## config.mk

```make
export PLATFORM = sky130hd
export DESIGN_NAME = seg7_scan_display
export DESIGN_NICKNAME = d
export VERILOG_FILES = /design/src/rtl/seg7_scan_display.sv
export SDC_FILE = /design/constraint.sdc
export NUM_CORES = 1
export LEC_CHECK = 0
export BUFFER_PORTS_ARGS = -buffer_cell sky130_fd_sc_hd__buf_4
export CAP_MARGIN = 20
export CORE_AREA = 5 5 104 106
export DETAILED_ROUTE_END_ITERATION = 6
export DIE_AREA = 0 0 109 111
export GPL_ROUTABILITY_DRIVEN = 0
export PLACE_DENSITY = 0.76
export SYNTH_ARGS = -nofsm -noshare
export SYNTH_HDL_FRONTEND = slang
export SYNTH_SLANG_ARGS = --single-unit
```

## constraint.sdc

```tcl
create_clock -name clk -period 2.2 [get_ports clk]
set_input_delay 0.33 -clock clk [delete_from_list [all_inputs] [get_ports clk]]
set_output_delay 0.33 -clock clk [all_outputs]
set_load 0.03 [all_outputs]
```

## src/rtl/seg7_scan_display.sv

```systemverilog
// seg7_scan_display
// Multiplexed 7-segment display controller. A selected channel word is
// snapshotted on load and shown either in hex or in decimal (via a sequential
// double-dabble converter). Committed digits are scanned across NUM_DIGITS
// active-low anodes at a rate of one digit slot every SCAN_DIV clocks.
module seg7_scan_display #(
  parameter int  DATA_WIDTH   = 16,
  parameter int  NUM_DIGITS   = 4,
  parameter int  NUM_CHANNELS = 2,
  parameter int  SCAN_DIV     = 50000,
  localparam int SELW = (NUM_CHANNELS > 1) ? $clog2(NUM_CHANNELS) : 1
) (
  input  logic                               clk,
  input  logic                               reset,
  input  logic [NUM_CHANNELS*DATA_WIDTH-1:0] ch_data,
  input  logic [SELW-1:0]                    ch_sel,
  input  logic                               load,
  input  logic                               dec_mode,
  input  logic                               blank_lz,
  output logic                               busy,
  output logic                               ovf,
  output logic [6:0]                         seg,
  output logic [NUM_DIGITS-1:0]              an
);

  localparam int BCDW = (DATA_WIDTH + 2) / 3;
  localparam int IDXW = (NUM_DIGITS > 1) ? $clog2(NUM_DIGITS) : 1;
  localparam int PW   = (SCAN_DIV > 1) ? $clog2(SCAN_DIV) : 1;
  localparam int CW   = $clog2(DATA_WIDTH + 1);
  localparam int XW   = 4 * NUM_DIGITS;

  typedef enum logic [1:0] {IDLE, SHIFT, DONE} state_t;

  state_t                state, state_n;
  logic [DATA_WIDTH-1:0] word, word_n, sel_word;
  logic [4*BCDW-1:0]     bcd, bcd_n, bcd_adj;
  logic [CW-1:0]         cnt, cnt_n;
  logic                  mode, mode_n;
  logic                  commit;
  logic [3:0]            digits     [NUM_DIGITS];
  logic [3:0]            new_digits [NUM_DIGITS];
  logic                  new_ovf;
  logic [XW+DATA_WIDTH-1:0] hex_ext;
  logic [XW+4*BCDW-1:0]     dec_ext;

  logic [PW-1:0]         presc;
  logic [IDXW-1:0]       idx, idx_n;
  logic                  tick;
  logic [NUM_DIGITS-1:0] lz;
  logic [6:0]            seg_n;

  // Active-low {g,f,e,d,c,b,a} patterns, b and d in lowercase.
  function automatic logic [6:0] hex_to_seg(input logic [3:0] v);
    case (v)
      4'h0: return 7'h40;  4'h1: return 7'h79;  4'h2: return 7'h24;  4'h3: return 7'h30;
      4'h4: return 7'h19;  4'h5: return 7'h12;  4'h6: return 7'h02;  4'h7: return 7'h78;
      4'h8: return 7'h00;  4'h9: return 7'h10;  4'hA: return 7'h08;  4'hB: return 7'h03;
      4'hC: return 7'h46;  4'hD: return 7'h21;  4'hE: return 7'h06;  default: return 7'h0E;
    endcase
  endfunction

  // Channel mux; out-of-range selects fall back to channel 0.
  always_comb begin
    sel_word = ch_data[DATA_WIDTH-1:0];
    for (int k = 1; k < NUM_CHANNELS; k++)
      if (int'(ch_sel) == k) sel_word = ch_data[k*DATA_WIDTH +: DATA_WIDTH];
  end

  // Double-dabble correction: every BCD nibble >= 5 gets +3 before the shift.
  always_comb begin
    for (int j = 0; j < BCDW; j++)
      bcd_adj[4*j +: 4] = (bcd[4*j +: 4] >= 4'd5) ? bcd[4*j +: 4] + 4'd3 : bcd[4*j +: 4];
  end

  // Conversion FSM next-state logic.
  // NOTE: every variable gets a default before the case so no path leaves it
  // unassigned; otherwise synthesis would infer a latch.
  always_comb begin
    state_n = state;
    word_n  = word;
    bcd_n   = bcd;
    cnt_n   = cnt;
    mode_n  = mode;
    commit  = 1'b0;
    case (state)
      IDLE: if (load) begin
        word_n  = sel_word;
        mode_n  = dec_mode;
        bcd_n   = '0;
        cnt_n   = CW'(DATA_WIDTH);
        state_n = dec_mode ? SHIFT : DONE;
      end
      SHIFT: begin
        {bcd_n, word_n} = {bcd_adj, word} << 1;
        cnt_n = cnt - CW'(1);
        if (cnt == CW'(1)) state_n = DONE;
      end
      DONE: begin
        commit  = 1'b1;
        state_n = IDLE;
      end
      default: state_n = IDLE;
    endcase
  end

  // Digit values and overflow derived from the finished snapshot.
  always_comb begin
    hex_ext = {{XW{1'b0}}, word};
    dec_ext = {{XW{1'b0}}, bcd};
    for (int i = 0; i < NUM_DIGITS; i++)
      new_digits[i] = mode ? dec_ext[4*i +: 4] : hex_ext[4*i +: 4];
    new_ovf = mode ? |(dec_ext >> XW) : |(hex_ext >> XW);
  end

  // FSM state and atomic commit of digits/ovf.
  // NOTE: sequential state uses non-blocking assignments so every flop samples
  // pre-edge values regardless of statement order.
  always_ff @(posedge clk or negedge reset) begin
    if (!reset) begin
      state <= IDLE;
      word  <= '0;
      bcd   <= '0;
      cnt   <= '0;
      mode  <= 1'b0;
      ovf   <= 1'b0;
      // NOTE: the digit array is a handful of flops, not a RAM, so it is
      // reset element-wise like any other register.
      for (int i = 0; i < NUM_DIGITS; i++) digits[i] <= 4'd0;
    end else begin
      state <= state_n;
      word  <= word_n;
      bcd   <= bcd_n;
      cnt   <= cnt_n;
      mode  <= mode_n;
      if (commit) begin
        digits <= new_digits;
        ovf    <= new_ovf;
      end
    end
  end

  assign busy = (state != IDLE);
  assign tick = (presc == PW'(SCAN_DIV - 1));

  // Next scan index and leading-zero map (lz[i]: digit i and all above are 0).
  always_comb begin
    idx_n = (idx == IDXW'(NUM_DIGITS - 1)) ? '0 : idx + IDXW'(1);
    lz    = '0;
    lz[NUM_DIGITS-1] = (digits[NUM_DIGITS-1] == 4'd0);
    for (int i = NUM_DIGITS - 2; i >= 0; i--)
      lz[i] = lz[i+1] && (digits[i] == 4'd0);
  end

  // Segment pattern for the digit about to be selected.
  always_comb begin
    if (ovf)                                      seg_n = 7'h3F;
    else if (blank_lz && idx_n != '0 && lz[idx_n]) seg_n = 7'h7F;
    else                                          seg_n = hex_to_seg(digits[idx_n]);
  end

  // Scan prescaler; anode and segments update together on the wrap edge.
  always_ff @(posedge clk or negedge reset) begin
    if (!reset) begin
      presc <= '0;
      idx   <= '0;
      an    <= '1;
      seg   <= 7'h7F;
    end else if (tick) begin
      presc <= '0;
      idx   <= idx_n;
      an    <= ~(NUM_DIGITS'(1) << idx_n);
      seg   <= seg_n;
    end else begin
      presc <= presc + PW'(1);
    end
  end

endmodule

```

# After elaboration in Yosys (flattened, before gate mapping)
# Memory sizes are Yosys's and may differ from the RTL's.
# Cells that the tools add are included.
# word_totals
regBits,94
romBits,112
input_bits,38
output_inout_bits,13
mem_count,1
# op_classes
n_addsub,9
magnitude_cmp,8
n_eq_ne,7
shifts,1
muxes,32
bitwise,2
n_reduce_logical,17
# mem_list
memory,depth,word_bits,rd,rd_ports_with_merged_regs,write_ports,line,text
(no name shown),16,7,1,0,0,54,case (v)
# ops
operator,count
2-to-1 mux 16 bit,3
one-hot mux 24 bit (2 select lines),1
2-to-1 mux 4 bit,11
one-hot mux 16 bit (2 select lines),1
>= comparator 4 x 3 -> 1 bit (second input constant),6
2-to-1 mux 24 bit,1
adder 4 x 2 -> 4 bit (second input constant),5
adder 16 x 1 -> 16 bit (second input constant),1
equality test 16 bit (second input constant),1
logical NOT 4 bit,4
2-to-1 mux 7 bit,2
one-hot mux 5 bit (2 select lines),1
binary-select mux 4 bit (select 2 bit),1
2-to-1 mux 2 bit,4
OR reduction 8 bit,1
AND reduction 2 bit,3
nonzero test 2 bit,3
equality test 5 x 1 -> 1 bit (second input constant),1
logical AND 1 bit,5
2-to-1 mux 5 bit,1
subtractor 5 x 1 -> 5 bit (second input constant),1
equality test 2 bit (second input constant),2
!= test 2 bit (second input constant),2
NOT 4 bit,1
12 further kinds,14

# Longest topological paths before layout
# depth
word_depth,9
depth_mapped,10
depth_no_buf,9

# Worst setup path after synthesis
# OpenSTA, ideal clock, no wires.
# synth_path
path_kind,register to register
from,reg idx[0]
to,reg seg[3]
setup_ns,0.077
t_arrival_ns,2.109
required_ns,2.123
path_slack_ns,0.013
path_stages_with_launch,10
path_buffers,1
path_cell_list,dfrtp_1 buf_6 inv_1 ha_1 mux4_1 inv_1 ha_1 o21ai_0 o22ai_1 a31oi_1
# synth_between
elab_chain_cells,9
word_cells_on_any_way,15
# synth_rtl
item,line,text
start: declaration,47,"logic [IDXW-1:0] idx, idx_n;"
start signal: assignment,170,idx <= idx_n;
adder 2 x 1 -> 2 bit / equality test 2 bit (equally long branches),147,idx_n = (idx == IDXW'(NUM_DIGITS - 1)) ? '0 : idx + IDXW'(1);
2-to-1 mux 2 bit *,147,
named net idx_n[1],47,
NOT 2 -> 3 bit (implied by the code),158,else seg_n = hex_to_seg(digits[idx_n]);
binary-select mux 4 bit (select 2 bit),158,
2-to-1 mux 4 bit (implied by the code) (2 in a row),158,
memory (16 x 7 bit),--,
2-to-1 mux 7 bit *,157,else if (blank_lz && idx_n != '0 && lz[idx_n]) seg_n = 7'h7F;
2-to-1 mux 7 bit *,156,if (ovf) seg_n = 7'h3F;
end signal: assignment,172,seg <= seg_n;
end: declaration,22,"output logic [6:0] seg,"
# The timed path passes the listed nets; every way through them passes the cells marked *. The select of a mux whose other input is x is not followed.
# A chain may end at the register's enable or synchronous reset.

# Worst setup path in the final report
# layout_path
from,reg idx[1]
to,reg seg[6]
# The elaborated chain is that of the path after synthesis.

==> results.txt <==
hold slack: 0.158 ns
largest net degree at the start of global routing: 60
Final WS setup: 0.0240 ns
static leakage: 2.60 nW
Cell Chain, Critical Path: inv_1, ha_4, mux4_2, buf_4, ha_1, nand2_1, o21ai_1, a221oi_2, o31ai_2
H-tree depth: 3
Die Wd: 109 um
CTS clk-pin slew, worst paths: 0.10 ns
Hold WC Path Type: in2reg
num ports: 51
Vias/cell: 5.69
dpl hpwl: 8010 um
final wirelength: 11300 um
Root Driver: clkbuf_8
CP required: 2.49 ns
input/output buffers: 50
initial core utilization: 53.4%
Setup CP Type: reg2reg
Yosys warning count: 0
detailed router's first-iteration violation count: 334
Synth Flop Type: dfrtp_1
Setup Skew: 0.0126 ns
post-synth top area share: 40.1%
gr ovfl total: 0
pre-CTS setup slack: -0.000110 ns
multi-input combinational cell area: 2610 um2
CTS buffer count: 9
placed cells: 692
core region area: 9680 um2
MaxCap Viol Count: 0
Die H: 111 um
post-route ant nets: 0
Pre-Repair DR Iteration Count: 5
Nets: 641
Finished Core Util: 61.6%
Reg2Reg Depth: 9
Fin. Hold Viols: 0
fraction of registers with async set/reset: 100%
slowest stage cell, crit path: dfrtp_1
Seq/Total Area, Yosys: 45.7%
Post-synth EDFFs: 0
# rows: 36
outcome: completed
Clock Sinks: 94
non-filler instance count after layout: 714
Synth-to-Final Area Change: 15.3%
synth cell count leaders: dfrtp_1, o21ai_0, nand2_1
global-route wire length before repair: 19300 um
Avg Inst Size Synth: 9.95 um2
share of cells above drive strength 1: 22.5%
Hold Path Cell Cnt: 2
Post-Layout Inst Area: 5960 um2
Tmin final: 2.18 ns
CTS tree: yes
WL per Instance: 15.8 um
final setup vio count: 0
Overall Global Routing Usage: 19.5%
max frequency: 460 MHz
Synth Net Count: 585
FF+latch area: 2370 um2
period utilization: 98.9%
clk_lat worst skew: 0.36 ns
Hold Startpoint: dec_mode
Worst Path Max Fanout: 5
Final TNS setup: 0 ns
Layout fillers: 826
most frequent cell after synthesis: dfrtp_1
Max Root-Sink Buffers: 2
Worst-Margin Slew: 0.579 ns
Synth Cell Area: 5170 um2
Yosys reg bits: 94
reg2reg setup slack: 0.02 ns
Final Slew Violations: 0
power consumption: 5.58 mW
Startpoint Class: flop
Crit. End Element: flop
maximum VDD drop: 0.863 mV
area leader, netlist: dfrtp_1
routed vias: 4062
DRC viols: 0
worst reg2reg startpoint: idx[1]$_DFFE_PN0N_
Post-DP Area: 5730 um2
pwr dens: 936 nW/um2
Syn Inst Count: 520
hold-critical path endpoint: state[1]$_DFFE_PN0P_
WP data arrival: 2.47 ns
n_diodes: 0
vias in the first global route: 4130
CP top delay family: adder cells
crit-path max cell delay: 0.40 ns
Area contributors post-synth: dfrtp_1, ha_1, o21ai_0
synth unique cells: 52
initial antenna violation count: 0
DIE AREA: 12100 um2
R2R Path End: seg[6]$_DFFE_PN1N_
Max-slew headroom: 61.4%
Critical path buffers and inverters: 2
[metal layers]
metal | up-vias | routed length, um | share of wire (%) | track usage (%)
met3 | 14 | 460 | 4.1 | 3.90
met1 | 2001 | 5020 | 45 | 26.2
met2 | 76 | 5670 | 50 | 32.4
met4 | 0 | 121 | 1.1 | 4.29
met5 | - | 0 | 0 | 0
li1 | 1971 | - | - | -
[state kept, by name, summed over array words and instances, names as in the netlist]
signal	flops
mode	1
word	16
cnt	5
idx	2
seg	7
state	2
bcd	24
an	4
digits	16
presc	16
ovf	1
[layout make-up]
cell class	instances	area share [%]
timing repair buffer	70	9.13
clock inverter	7	0.944
clock buffer	9	2.08
tap	133	2.79
inverter	25	1.59
sequential	94	39.7
multi-input combinational	376	43.8
[cell usage in the layout (no fill, tap or decap), types with 2 or more instances in the layout]
cell type and count:
nand3b_1 2, mux4_2 4, xor2_1 9, inv_2 4, nand3_1 7, ha_1 26
a21oi_1 32, nor4_1 5, inv_6 2, xnor2_1 15, inv_1 20, o21ai_0 60
clkinvlp_4 4, a22oi_1 16, nand4_1 2, nor2_1 27, clkbuf_8 9, nor4b_1 3
o31ai_1 7, a32o_1 6, mux2_2 16, and4_1 2, buf_4 67, dfrtp_1 83
nand2_1 48, dfstp_2 11, nor2b_1 17, mux2i_1 17, o22ai_1 8, nand2b_1 10
o32ai_1 5, nor3_1 5, or3_1 3, a31oi_1 7
[cells by family (layout without fill, tap and decap cells)]
kind of cell	count (synthesis)	after routing	share of synthesized area [%]
XOR/XNOR	24	24	4.06
buffers and inverters	50	111	3.89
AO/OA/AOI/OAI	149	149	17.6
multiplexers	38	38	8.95
adder cells (fa/ha/maj)	27	27	6.53
AND/OR/NAND/NOR	138	138	13.3
flip-flops	94	94	45.7
[worst register-to-register path, cell delays in order (launching register included)]
cell and delay (ns):
dfrtp_1 0.40, inv_1 0.11, ha_4 0.30, mux4_2 0.36, buf_4 0.17, ha_1 0.21
nand2_1 0.10, o21ai_1 0.10, a221oi_2 0.28, o31ai_2 0.08
[worst max path at each step]
stage,start,to,slack [ns],cells after the start
after floorplan,idx[0]$_DFFE_PN0N_,seg[3]$_DFFE_PN1N_,0.01,9
after global placement,idx[1]$_DFFE_PN0N_,seg[3]$_DFFE_PN1N_,0.15,8
after detailed placement,idx[1]$_DFFE_PN0N_,seg[3]$_DFFE_PN1N_,-0.0001,8
after CTS,idx[1]$_DFFE_PN0N_,seg[3]$_DFFE_PN1N_,0.007,8
after global routing,idx[1]$_DFFE_PN0N_,seg[6]$_DFFE_PN1N_,-0.04,9
final,idx[1]$_DFFE_PN0N_,seg[6]$_DFFE_PN1N_,0.02,9
[timing repair]
action,4_1_cts,5_1_grt
resized for setup,3,4
hold endpoints to repair,26,0
setup buffers,0,5
pin swaps,0,1
endpoints found under the setup margin,1,5
hold buffers,1,0
[where the power goes]
part	switching (mW)	internal (mW)	leakage, nW	total [mW]
logic	1.21	0.875	1.31	2.08
clock network	0.647	0.420	0.0785	1.07
registers	0.355	2.08	1.21	2.43
total	2.21	3.37	2.60	5.58
Note: power is estimated with default switching activity, not from simulation.
